### src/rtl/trap_csr_unit.sv
// trap_csr_unit: machine-mode trap entry/mret sequencer holding mstatus, mtvec, mepc and mcause.
// Optional macro TRAP_VECTORED_EN: makes mtvec[1:0] writable and enables vectored handler addressing (MODE=2'b01).
module trap_csr_unit #(
   parameter int XLEN = 32,
   parameter logic [XLEN-1:0] MTVEC_RESET = 32'h0000_0100
) (
   input  logic            clk,
   input  logic            rst_n,
   input  logic            trap_entry_en,
   input  logic [3:0]      int_index,
   input  logic            trap_exit_en,
   input  logic            instr_retire,
   input  logic [XLEN-1:0] retire_next_pc,
   input  logic            csr_we,
   input  logic [11:0]     csr_addr,
   input  logic [XLEN-1:0] csr_wdata,
   output logic [XLEN-1:0] csr_rdata,
   output logic            int_mstatus_mie,
   output logic            pc_redirect,
   output logic [XLEN-1:0] redirect_pc,
   output logic            pipe_flush
);
   typedef enum logic [1:0] {IDLE, ENTER, HANDLER, EXIT} state_t;
   state_t          state;
   logic            mie, mpie, pending, take;
   logic [3:0]      pend_cause;
   logic [XLEN-1:0] mtvec, mepc, mcause, mtvec_w, mtvec_rst, handler, base;
   logic            wr_mstatus, wr_mtvec, wr_mepc, wr_mcause;
   assign take = pending & mie & instr_retire & ~trap_exit_en & (state == IDLE);
   assign wr_mstatus = csr_we & (csr_addr == 12'h300);
   assign wr_mtvec = csr_we & (csr_addr == 12'h305);
   assign wr_mepc = csr_we & (csr_addr == 12'h341);
   assign wr_mcause = csr_we & (csr_addr == 12'h342);
   assign base = mtvec & ~XLEN'(3);
`ifdef TRAP_VECTORED_EN
   assign mtvec_w = csr_wdata;
   assign mtvec_rst = MTVEC_RESET;
   assign handler = (mtvec[1:0] == 2'b01) ? base + {{(XLEN-6){1'b0}}, pend_cause, 2'b00} : base;
`else
   assign mtvec_w = csr_wdata & ~XLEN'(3);
   assign mtvec_rst = MTVEC_RESET & ~XLEN'(3);
   assign handler = base;
`endif
   assign int_mstatus_mie = mie;
   assign pipe_flush = pc_redirect;
   // combinational CSR read port, unmapped addresses read zero
   always_comb
      csr_rdata = (csr_addr == 12'h300) ? {{(XLEN-8){1'b0}}, mpie, 3'b000, mie, 3'b000} :
                  (csr_addr == 12'h305) ? mtvec :
                  (csr_addr == 12'h341) ? mepc :
                  (csr_addr == 12'h342) ? mcause : '0;
   // CSR state and pending latch; hardware trap updates override software writes
   always_ff @(posedge clk or negedge rst_n)
      if (!rst_n) begin
         mie <= 1'b0;
         mpie <= 1'b0;
         mtvec <= mtvec_rst;
         mepc <= '0;
         mcause <= '0;
         pending <= 1'b0;
         pend_cause <= 4'h0;
      end else begin
         if (trap_exit_en) begin
            mie <= mpie;
            mpie <= 1'b1;
         end else if (take) begin
            mpie <= mie;
            mie <= 1'b0;
         end else if (wr_mstatus) begin
            mie <= csr_wdata[3];
            mpie <= csr_wdata[7];
         end
         if (wr_mtvec) mtvec <= mtvec_w;
         if (take) begin
            mepc <= retire_next_pc & ~XLEN'(3);
            mcause <= {1'b1, {(XLEN-5){1'b0}}, pend_cause};
         end else begin
            if (wr_mepc) mepc <= csr_wdata & ~XLEN'(3);
            if (wr_mcause) mcause <= csr_wdata;
         end
         pending <= take ? 1'b0 : (pending | trap_entry_en);
         if (!pending && trap_entry_en) pend_cause <= int_index;
      end
   // trap sequencer with registered one-cycle redirect strobe; mret has priority over a take
   always_ff @(posedge clk or negedge rst_n)
      if (!rst_n) begin
         state <= IDLE;
         pc_redirect <= 1'b0;
         redirect_pc <= '0;
      end else begin
         pc_redirect <= 1'b0;
         if (trap_exit_en) begin
            state <= EXIT;
            pc_redirect <= 1'b1;
            redirect_pc <= mepc;
         end else if (take) begin
            state <= ENTER;
            pc_redirect <= 1'b1;
            redirect_pc <= handler;
         end else
            state <= (state == ENTER) ? HANDLER : (state == EXIT) ? IDLE : state;
      end
endmodule

### config.mk
export PLATFORM = sky130hd
export DESIGN_NAME = trap_csr_unit
export DESIGN_NICKNAME = d
export VERILOG_FILES = /design/src/rtl/trap_csr_unit.sv
export SDC_FILE = /design/constraint.sdc
export NUM_CORES = 1
export LEC_CHECK = 0
export ABC_AREA = 1
export CAP_MARGIN = 20
export CORE_UTILIZATION = 45
export CTS_CLUSTER_DIAMETER = 120
export DETAILED_ROUTE_END_ITERATION = 6
export PLACE_DENSITY = 0.76
export SYNTH_ARGS = -nofsm -noshare
export SYNTH_HDL_FRONTEND = slang
export SYNTH_SLANG_ARGS = --single-unit
### constraint.sdc
create_clock -name clk -period 1.4 [get_ports clk]
set_input_delay 0.28 -clock clk [delete_from_list [all_inputs] [get_ports clk]]
set_output_delay 0.28 -clock clk [all_outputs]
set_load 0.03 [all_outputs]
==> run_results.csv <==
group,metric,value,unit
routing,wl,29.4,mm
timing,finalHoldViolations,0,
setup_path,rrSetupSlack,-0.48,ns
routing,dr.pass1.iters,7,
power_and_ir_drop,powerDensity,1020,nW/um^2
logic_synthesis,postSynthAreaPerCell,7.87,um^2
grt,grt_pass1_vias,7234,
floorplan,die_area,14800,um^2
power_and_ir_drop,power.leakage,5.46,nW
routing,wl_per_cell,23.9,um
layout,drive_gt1_frac,0.424,
floorplan,initial_core_util,0.462,
logic_synthesis,ys_ff_latch,132,
clock_network,cts_made_buffers,17,
timing,fmax,0.504,GHz
flow_run,maxCapViolCount,0,
power_and_ir_drop,finalPower,11.5,mW
layout,finalNetCount,1125,
routing,postRouteAntennaNets,0,
setup_path,arrival,1.71,ns
logic_synthesis,netlist.area_leader.share,0.510,
layout,antenna_cells,0,
clock_network,cts_max_path_buffers,2,
timing,grt_setup_unrepaired,"yes",
logic_synthesis,synth_area,6430,um^2
setup_path,worstSetupPathType,"input port to output pin",
floorplan,num_io_pins,153,
layout,utilization,0.807,
logic_synthesis,yosysMostFrequentCell,"nand2_1",
logic_synthesis,synth_cell_type_count,28,
grt,grt_start_max_net_pins,33,
routing,drcViolationCount,2,
layout,finalNonFillerCells,1231,
routing,vias,7681,
floorplan,num_rows,43,
logic_synthesis,async_flop_share,1.00,
logic_synthesis,yosys-top-cells-area,"dfrtp_1 (51%), nand2_1 (17%), nand3_1 (7.9%)",
clock_network,htree_levels,4,
logic_synthesis,synthFlopType,"dfrtp_1",
setup_path,startpoint_type,"input port",
clock_network,clock_latency,0.43,ns
timing,final_max_slew_viol_count,0,
clock_network,root_buffer,"clkbuf_16",
logic_synthesis,yosysTopAreaCell,"dfrtp_1",
setup_path,worstSetupEndpointType,"output pin",
floorplan,die_x,122,um
place,dp_cells,1128,
grt,grt_pass1_wl,39.7,mm
timing,setup_viol,128,
timing,clock_skew,0.0122,ns
setup_path,crit_required,1.12,ns
grt,grt.total_usage,0.366,
routing,viasPerCell,6.24,
place,place.detailed.hpwl,11.8,mm
floorplan,die_y,122,um
logic_synthesis,synthCells,818,
timing,worst_slack,-0.585,ns
clock_network,cts_tree,"done",
power_and_ir_drop,vdd_ir_drop_max,0.827,mV
grt,grt_antenna_before_repair,0,
status,violations,"design-rule violations, negative setup slack",
logic_synthesis,ys_warn_count,0,
timing,finalCriticalPeriod,1.99,ns
logic_synthesis,ys_top_cells_by_count,"nand2_1 (288), dfrtp_1 (131), nand3_1 (102)",
clock_network,clk_pin_slew_worst_paths,0.06,ns
grt,grt_overflow_total,0,
setup_path,cp_max_fo,8,
floorplan,coreArea,13900,um^2
logic_synthesis,synth-edff-count,0,
logic_synthesis,seq_area_frac_synth,0.514,
status,status,"complete, but fails checks",
place,pre_cts_slack,-0.815,ns
place,port_buffers,148,
layout,area_delta_synth_final,74.8,%
routing,first_iter_violations,753,
place,place.gp.congestion,0.820,
worst_hold_path,min_path_type,"input port to register",
timing,fin_crit_sh,1.42,
clock_network,cts.sinks,132,
[where the power goes]
part	total [mW]	internal [mW]	switching [mW]
clock network	4.52	2.79	1.73
registers	4.74	4.29	0.451
logic	2.20	0.947	1.25
total	11.5	8.02	3.44
[cell families (layout without fill, tap and decap cells)]
kind of cell / after synthesis / in the layout / synth area share
AO/OA/AOI/OAI: 120 / 120 / 0.114
other: 1 / 2 / 0.000583
flip-flops: 132 / 132 / 0.514
buffers and inverters: 115 / 346 / 0.0792
multiplexers: 2 / 2 / 0.00350
AND/OR/NAND/NOR: 448 / 449 / 0.290
[layout by cell type, fill, tap and decap left out, drive strengths merged, types with 3 or more instances in the layout]
cell and count:
clkinv 5, nand3 103, buf 168, clkinvlp 3
nor2 49, nor3 3, inv 58, o21ai 39
a21oi 29, dfrtp 131, clkdlybuf4s15 12, clkbuf 28
o211ai 51, clkdlybuf4s50 68, nand2 290
[state kept, by name, indices dropped and copies added, names as in the netlist]
name             flops
int_mstatus_mie      1
mcause              32
mepc                30
mpie                 1
mtvec               30
pc_redirect          1
pend_cause           4
pending              1
redirect_pc         30
state                2
[critical path, cell delays in order]
cell      delay (ns)
buf_6           0.10
nor2_4          0.16
nand3_4         0.11
buf_6           0.13
nor3_4          0.16
buf_6           0.16
buf_12          0.16
nand2_1         0.11
o211ai_1        0.13
buf_4           0.20
[per-layer routing]
layer,GRT usage,wire length [um],vias up
li1,-,-,3115
met1,0.422,9670,3686
met2,0.610,14300,673
met3,0.0932,3410,207
met4,0.222,2090,0
met5,0,0,-
[final timing paths]
path	start	to	cells after the start
max	csr_addr[11]	csr_rdata[6]	10
min	trap_exit_en	state[1]$_DFFE_PN0P_	3
max reg2reg	state[0]$_DFFE_PN0P_	mepc[2]$_DFFE_PN0P_	13
min reg2reg	redirect_pc[22]$_DFFE_PN0P_	redirect_pc[22]$_DFFE_PN0P_	2
max in group asynchronous	rst_n	redirect_pc[24]$_DFFE_PN0P_	3
min in group asynchronous	rst_n	mtvec[7]$_DFFE_PN0P_	2
[final cells by class]
cell class / count / area, um^2
Clock buffer: 22 / 484
Tap cell: 180 / 225
Inverter: 59 / 236
Multi-Input combinational cell: 573 / 3750
Sequential cell: 132 / 3310
Fill cell: 756 / 2690
Timing Repair Buffer: 256 / 3140
Clock inverter: 9 / 103
[what timing repair did]
item,4_1_cts,5_1_grt
hold endpoints to repair,23,0
hold buffers,1,0
gates resized for setup,339,207
setup endpoints to repair,173,147
pin swaps,95,77
buffers inserted,36,12
gates cloned,27,5
[through the flow]
stage	instance area (um^2)	TNS (ns)	hold WS [ns]
2_1_floorplan	6530	-8.71	-0.0156
4_1_cts	10600	-35.38	0.205
3_5_place_dp	8300	-103.95	0.181
3_3_place_gp	8300	-100.25	0.181
6_report	11200	-50.53	0.243
5_1_grt	11200	-52.93	0.232
No activity file was read; power rests on OpenSTA's default activity.
